===== src/rtl/mod16_seq_checker_pkg.sv =====
// Shared definitions for the MOD-16 sequence checker: FSM state type and
// width/limit constants used by the top level and the wrap detector.
package mod16_seq_checker_pkg;

  localparam int CNT_W       = 4;
  localparam int ERR_CNT_MAX = 255;

  typedef enum logic [1:0] {
    SYNC = 2'd0,
    LOCK = 2'd1,
    ERR  = 2'd2
  } state_t;

endpackage


===== src/rtl/mod16_wrap_detect.sv =====
// Previous-sample register plus increment compare and 15->0 wrap detect.
// match/wrap are combinational strobes qualified by the caller with count_vld.
module mod16_wrap_detect
  import mod16_seq_checker_pkg::*;
(
  input  logic             clk,
  input  logic             reset,
  input  logic [CNT_W-1:0] count,
  input  logic             count_vld,
  output logic             match,
  output logic             wrap
);

  logic [CNT_W-1:0] prev;
  logic [CNT_W-1:0] expected;

  // Track the last valid sample; gaps hold the value.
  always_ff @(posedge clk or posedge reset) begin
    if (reset) begin
      prev <= '0;
    end else if (count_vld) begin
      prev <= count;
    end
  end

  // 4-bit wrapping increment compare; a wrap is a correct 15->0 step.
  always_comb begin
    expected = prev + 1'b1;
    match    = (count == expected);
    wrap     = match && (count == '0);
  end

endmodule


===== config.mk =====
export PLATFORM = sky130hd
export DESIGN_NAME = mod16_wrap_detect
export DESIGN_NICKNAME = d
export VERILOG_FILES = /design/src/rtl/mod16_seq_checker_pkg.sv /design/src/rtl/mod16_wrap_detect.sv
export SDC_FILE = /design/constraint.sdc
export NUM_CORES = 1
export LEC_CHECK = 0
export CORE_AREA = 3 3 40 42
export DETAILED_ROUTE_END_ITERATION = 6
export DIE_AREA = 0 0 43 45
export SLEW_MARGIN = 20
export SYNTH_ARGS = -nofsm -noshare
export SYNTH_HDL_FRONTEND = slang
export SYNTH_SLANG_ARGS = --single-unit

===== constraint.sdc =====
create_clock -name clk -period 1.5 [get_ports clk]
set_clock_uncertainty 0.1 [all_clocks]
set_input_delay 0.15 -clock clk [delete_from_list [all_inputs] [get_ports clk]]
set_output_delay 0.15 -clock clk [all_outputs]
set_load 0.01 [all_outputs]

==> results of run 1 <==
[layer usage]
layer	routed length, um	up-vias
met3	52	0
met2	348	9
met1	239	106
li1	-	108
met5	0	-
met4	0	0
[worst paths after layout]
| check | startpoint | slack, ns | endpoint |
|---|---|---|---|
| setup / recovery | count[0] | -0.26 | wrap |
| hold / removal | count[2] | 0.16 | prev[2]$_DFFE_PP0P_ |
| max in group asynchronous | reset | 0.59 | prev[0]$_DFFE_PP0P_ |
| min in group asynchronous | reset | 0.56 | prev[2]$_DFFE_PP0P_ |
| hold reg to reg | prev[3]$_DFFE_PP0P_ | 0.42 | prev[3]$_DFFE_PP0P_ |
| setup reg to reg | prev[0]$_DFFE_PP0P_ | 0.47 | prev[0]$_DFFE_PP0P_ |
[synthesized netlist by cell type, drive strengths merged]
master  n  share of area [%]
dfrtp   4                 40
ha      1                5.0
inv     1                1.5
mux2    4                 18
nand2   1                1.5
nand3   1                2.0
nor3    1                2.0
nor4    1                5.0
or4     1                3.0
xnor2   4                 14
xor2    2                7.1
[stage by stage]
stage	util, %	area [um2]	hold WS [ns]	power, mW	TNS (ns)
global placement	29.89	384.1	0.2452	0.2340	-1.069
finish	38.17	490.5	0.1610	0.4213	-0.4472
detailed placement	29.89	384.1	0.2472	0.2381	-1.206
floorplan	-	247.7	-0.1839	0.1875	0
CTS	33.30	427.9	0.4255	0.3868	-0.5889
global route	38.17	490.5	0.1746	0.4593	-0.6300
[where the power goes]
group | switching (mW) | internal (mW) | total (mW)
Combinational | 0.0692 | 0.0918 | 0.161
Clock | 0.0405 | 0.0892 | 0.130
Sequential | 0.0111 | 0.119 | 0.131
[layout make-up]
class                           instances  area, um2
Multi-Input combinational cell         16      222.7
Clock buffer                            3      22.52
Sequential cell                         4      100.1
Tap cell                               15      18.77
Timing Repair Buffer                   14      122.6
Inverter                                1      3.754
Fill cell                             130      794.5
[placed cells by master, fill, tap and decap left out, drive strengths merged]
master and n:
dfrtp 4, nand3 1, or4 1, inv 1, buf 7, xnor2 4
clkbuf 3, dlygate4sd3 1, nor3 1, ha 1, nand2 1, clkdlybuf4s50 4
mux2 4, dlymetal6s2s 2, xor2 2, nor4 1
[critical path, cell delays in order]
cell and delay (ns):
clkdlybuf4s50_1 0.43, or4_4 0.50, nor4_4 0.26, buf_2 0.17
[repair_timing]
item / CTS / global route
gates resized for setup: 10 / 12
endpoints found under the setup margin: 2 / 2
cloned: 0 / 0
pin swaps: 3 / 8
endpoints found under the hold margin: 4 / 0
hold buffers: 1 / 0
[cells by family after synthesis]
logic type	after synthesis	share of synthesized area, %
xor+xnor	6	21.21
simple gates	5	13.63
mux	4	18.18
fa+ha+maj	1	5.050
buf+inv	1	1.514
flops	4	40.41
==> impl_results.md, run 1 <==
* WS Path Type: in2out
* CTS Buf Count at 3
* Hold path depth at 2
* Fin. max-slew vios at 0
* Max-cap violations at 0
* Fin nets at 48
* CP max FO at 2
* Seq cells post-synth at 4
* Die Footprint at 1935 um2
* GR Layer Usage met3 at 4.781%
* Final setup vio count at 2
* Peak VDD IR at 0.0003654 V
* Fin crit period at 1.759 ns
* Detailed Place HPWL at 448.9 um
* Crit start category: primary input
* Synthesized area at 247.7 um2
* Iter 0 DRT Violations at 1
* Post-route setup slack at -0.2590 ns
* Sink Count at 4
* Reg with most FFs: prev
* Pleak at 0.2228 nW
* Status: finished, violations left
* Global-route wire length before repair at 931 um
* Root buffer cell: clkbuf_4
* # port buffers at 8
* Initial antenna violation count at 0
* Placer Congestion at 0.7792
* GRT met2 Usage at 11.98%
* Vias in the first global route at 249
* Reg2reg path depth at 2
* CTS tree: yes
* Worst endpoint required time at 1.25 ns
* Die height at 45 um
* Post CTS Setup Buffer Count at 0
* GRT overflow at 0
* Critical path arrival at 1.51 ns
* Largest net degree at the start of global routing at 5
* ANT nets after route at 0
* CTS max path bufs at 2
* Die Wd at 43 um
* Setup slack at placement at -0.6322 ns
* Flip-flop count of the largest register after layout at 4
* Grt met1 use at 5.109%
* Worst-margin pin slew at 0.2607 ns
* # DRC at 0
* HP Class: in2reg
* Warnings, synthesis at 0
* Failing checks: setup timing
* Cells after Synth at 21
* Starting Density at 19.28%
* Finished Layout Cells at 53
* Antenna Cells at 0
* H-tree depth at 1
* Site Rows at 13
* Via count at 223
* Area Growth Syn to Fin at 97.98%
* Seq/Total Area, Yosys at 40.40%
* Core area at 1285 um2
* PwrDens at 859.1 nW/um2
* DR pass1 iterations at 2
* Share of layout cells above drive strength 1 at 63.16%
* Final Hold Vio Count at 0
* Routed len/inst at 12.08 um
* WL final at 640 um
* Clk Latency, worst-skew pair at 0.23 ns
* Most Crowded Layer GR: met2
* IO Count at 9
* Top Registers: prev: 4 flops
* Max_slew headroom at 82.54%
* Net Count, Synth at 29
* Number of distinct library cells after synthesis at 11
* RSZ-0062 raised after global routing: yes
* Critical path endpoint category: primary output
* Final Cycle Share at 117.3%
* Placed Cells incl. Taps at 49
* Syn_area_per_cell at 11.80 um2
* Number of vias per cell at 4.208
* Clk slew on worst S/H paths at 0.04 ns
* FMAX at 568.5 MHz
* Total GRT Usage at 7.352%
No activity file was read; power rests on OpenSTA's default activity.
==> run 2: changes to the inputs <==
Settings changed: CORE_AREA 3 3 40 42 to 5 5 42 44, DIE_AREA 0 0 43 45 to 0 0 47 49.
Clock period 1.5 ns to 1.8 ns, I/O delays scaled along.
==> run 2 against run 1 <==
Compared with the run above:
- the flow now finishes without violations
- design area fell by 17%
- non-clock buffer count down 1
- worst hold slack lost 0.13 ns
- via count down 8.1%
- final cell count stayed put
- utilization is 9.1 points lower
- register-to-register slack improved by 0.35 ns
- first-iteration DRC count unchanged
- largest power group is now registers
==> impl_results.md, run 2 (synthesis gave the netlist of run 1 again) <==
* Die Footprint at 2303 um2 (+19%)
* Slowest-stage cell, CP: or4_1
* Starting Density at 17.68% (-1.6 points)
* IO Count at 9 (unchanged)
* Die height at 49 um (+8.9%)
* CTS Buf Count at 3 (unchanged)
* Pleak at 0.1740 nW (-22%)
* HP Class: in2async
* Worst path max stage delay at 0.54 ns (+0.04 ns)
* Vias in the first global route at 209 (-16%)
* Worst-margin pin slew at 0.2316 ns (-0.02908 ns)
* GRT overflow at 0 (unchanged)
* Worst endpoint required time at 1.52 ns (+0.27 ns)
* RSZ-0062 raised after global routing: yes
* Crit start category: primary input
* Routed len/inst at 9.189 um (-24%)
* Final setup vio count at 0 (-2)
* Top Registers: prev: 4 flops
* CP top delay family: simple AND/OR/NAND/NOR gates
* CP max FO at 2 (unchanged)
* WS Path Type: in2out
* Layout fillers at 158 (+22%)
* CP Buf/Inv Count at 2 (unchanged)
* Placed cell area at 385.4 um2 (+0.33%)
* Final Cycle Share at 99.04%
* Critical path endpoint category: primary output
* # DRC at 0 (unchanged)
* Max_slew headroom at 84.45% (+1.9 points)
* Initial antenna violation count at 0 (unchanged)
* Number of vias per cell at 3.868 (-8.1%)
* Status: finished clean
* Antenna Cells at 0 (unchanged)
* Max-cap violations at 0 (unchanged)
* Final setup TNS at 0 ns (+0.4472 ns)
* H-tree depth at 1 (unchanged)
* Clk Latency, worst-skew pair at 0.23 ns (about the same)
* CTS max path bufs at 2 (unchanged)
* Site Rows at 14 (+1)
* Share of layout cells above drive strength 1 at 45.95% (-17 points)
* Post CTS Setup Buffer Count at 0 (unchanged)
* Fin. max-slew vios at 0 (unchanged)
* Core area at 1401 um2 (+9.1%)
* Commonest non-fill, non-tap cell in the layout: clkdlybuf4s50_1
* Final instance area at 407.9 um2 (-17%)
* Peak VDD IR at 0.0002975 V (-19%)
* Setup slack at placement at -0.3345 ns (+0.2977 ns)
* DR pass1 iterations at 2 (unchanged)
* Global-route wire length before repair at 759 um (-18%)
* Total GRT Usage at 5.018% (-2.3 points)
* Critical path arrival at 1.50 ns (about the same)
* PwrDens at 741.6 nW/um2 (-14%)
* ANT nets after route at 0 (unchanged)
* Crit path cell chain: clkdlybuf4s50_1 -> or4_1 -> nor4_2 -> buf_2
* Iter 0 DRT Violations at 1 (unchanged)
* Post-route setup slack at 0.01722 ns (+0.2762 ns)
* Die Wd at 47 um (+9.3%)
* Clk slew on worst S/H paths at 0.03 ns (about the same)
* Flip-flop count of the largest register after layout at 4 (unchanged)
* Placer Congestion at 0.6529 (-16%)
* WL final at 487 um (-24%)
* Fin nets at 47 (-2.1%)
* Reg with most FFs: prev
* Area of the multi-input gates at 153.9 um2 (-31%)
* Sink Count at 4 (unchanged)
* Largest net degree at the start of global routing at 5 (unchanged)
* Most frequent cells in the layout: 6 x clkdlybuf4s50_1, 5 x buf_4, 4 x mux2_2, 4 x dfrtp_1
* FMAX at 560.9 MHz
* Final Hold Vio Count at 0 (unchanged)
* # port buffers at 8 (unchanged)
* Via count at 205 (-8.1%)
* CTS tree: yes
* Root buffer cell: clkbuf_4
* Fin crit period at 1.783 ns
* Core Util, Final at 29.11% (-9.1 points)
* Storage cell area at 100.1 um2 (unchanged)
* Area Growth Syn to Fin at 64.65%
run 2: layout make-up:
cell class                      count  area share, %
Timing Repair Buffer               13          26.38
Tap cell                           16          4.908
Inverter                            1         0.9202
Sequential cell                     4          24.54
Multi-Input combinational cell     16          37.73
Clock buffer                        3          5.521
run 2: path summary, 6_finish.rpt:
check / from / slack [ns] / to / depth (start not counted)
setup / recovery: count[2] / 0.02 / wrap / 4
min in group clk: prev[3]$_DFFE_PP0P_ / 0.43 / prev[3]$_DFFE_PP0P_ / 1
max in group asynchronous: reset / 1.43 / prev[3]$_DFFE_PP0P_ / 2
hold / removal: reset / 0.03 / prev[0]$_DFFE_PP0P_ / 2
setup reg to reg: prev[1]$_DFFE_PP0P_ / 0.82 / prev[1]$_DFFE_PP0P_ / 2
hold reg to reg: prev[3]$_DFFE_PP0P_ / 0.43 / prev[3]$_DFFE_PP0P_ / 1
run 2: stage by stage:
step / total power, mW / instances / hold WS (ns)
after global routing: 0.3214 / 53 / 0.05149
after floorplan: 0.1563 / 21 / -0.1539
after detailed placement: 0.1967 / 50 / 0.2760
final: 0.3025 / 53 / 0.03013
after CTS: 0.3062 / 53 / 0.02886
after global placement: 0.1963 / 50 / 0.2716
run 2: power breakdown:
part / switching, mW / internal (mW)
Sequential: 0.00601 / 0.0996
Clock: 0.0318 / 0.0742
Combinational: 0.0366 / 0.0543
Total: 0.0744 / 0.228
run 2: timing repair:
action                                  in CTS  in global routing
pin swaps                                    1                  6
endpoints found under the setup margin       2                  2
hold buffers                                 0                  0
resized for setup                            8                  2
run 2: per-layer routing:
metal	global-route usage (%)	wire length, um	vias to the layer above
met2	7.240	240	7
li1	-	-	106
met4	6.912	24	0
met3	1.476	50	4
met5	0	0	-
met1	4.444	172	88
run 2: worst reg2reg max path, stage by stage (launching register included):
cell,delay (ns)
dfrtp_1,0.37
buf_4,0.14
mux2_2,0.25
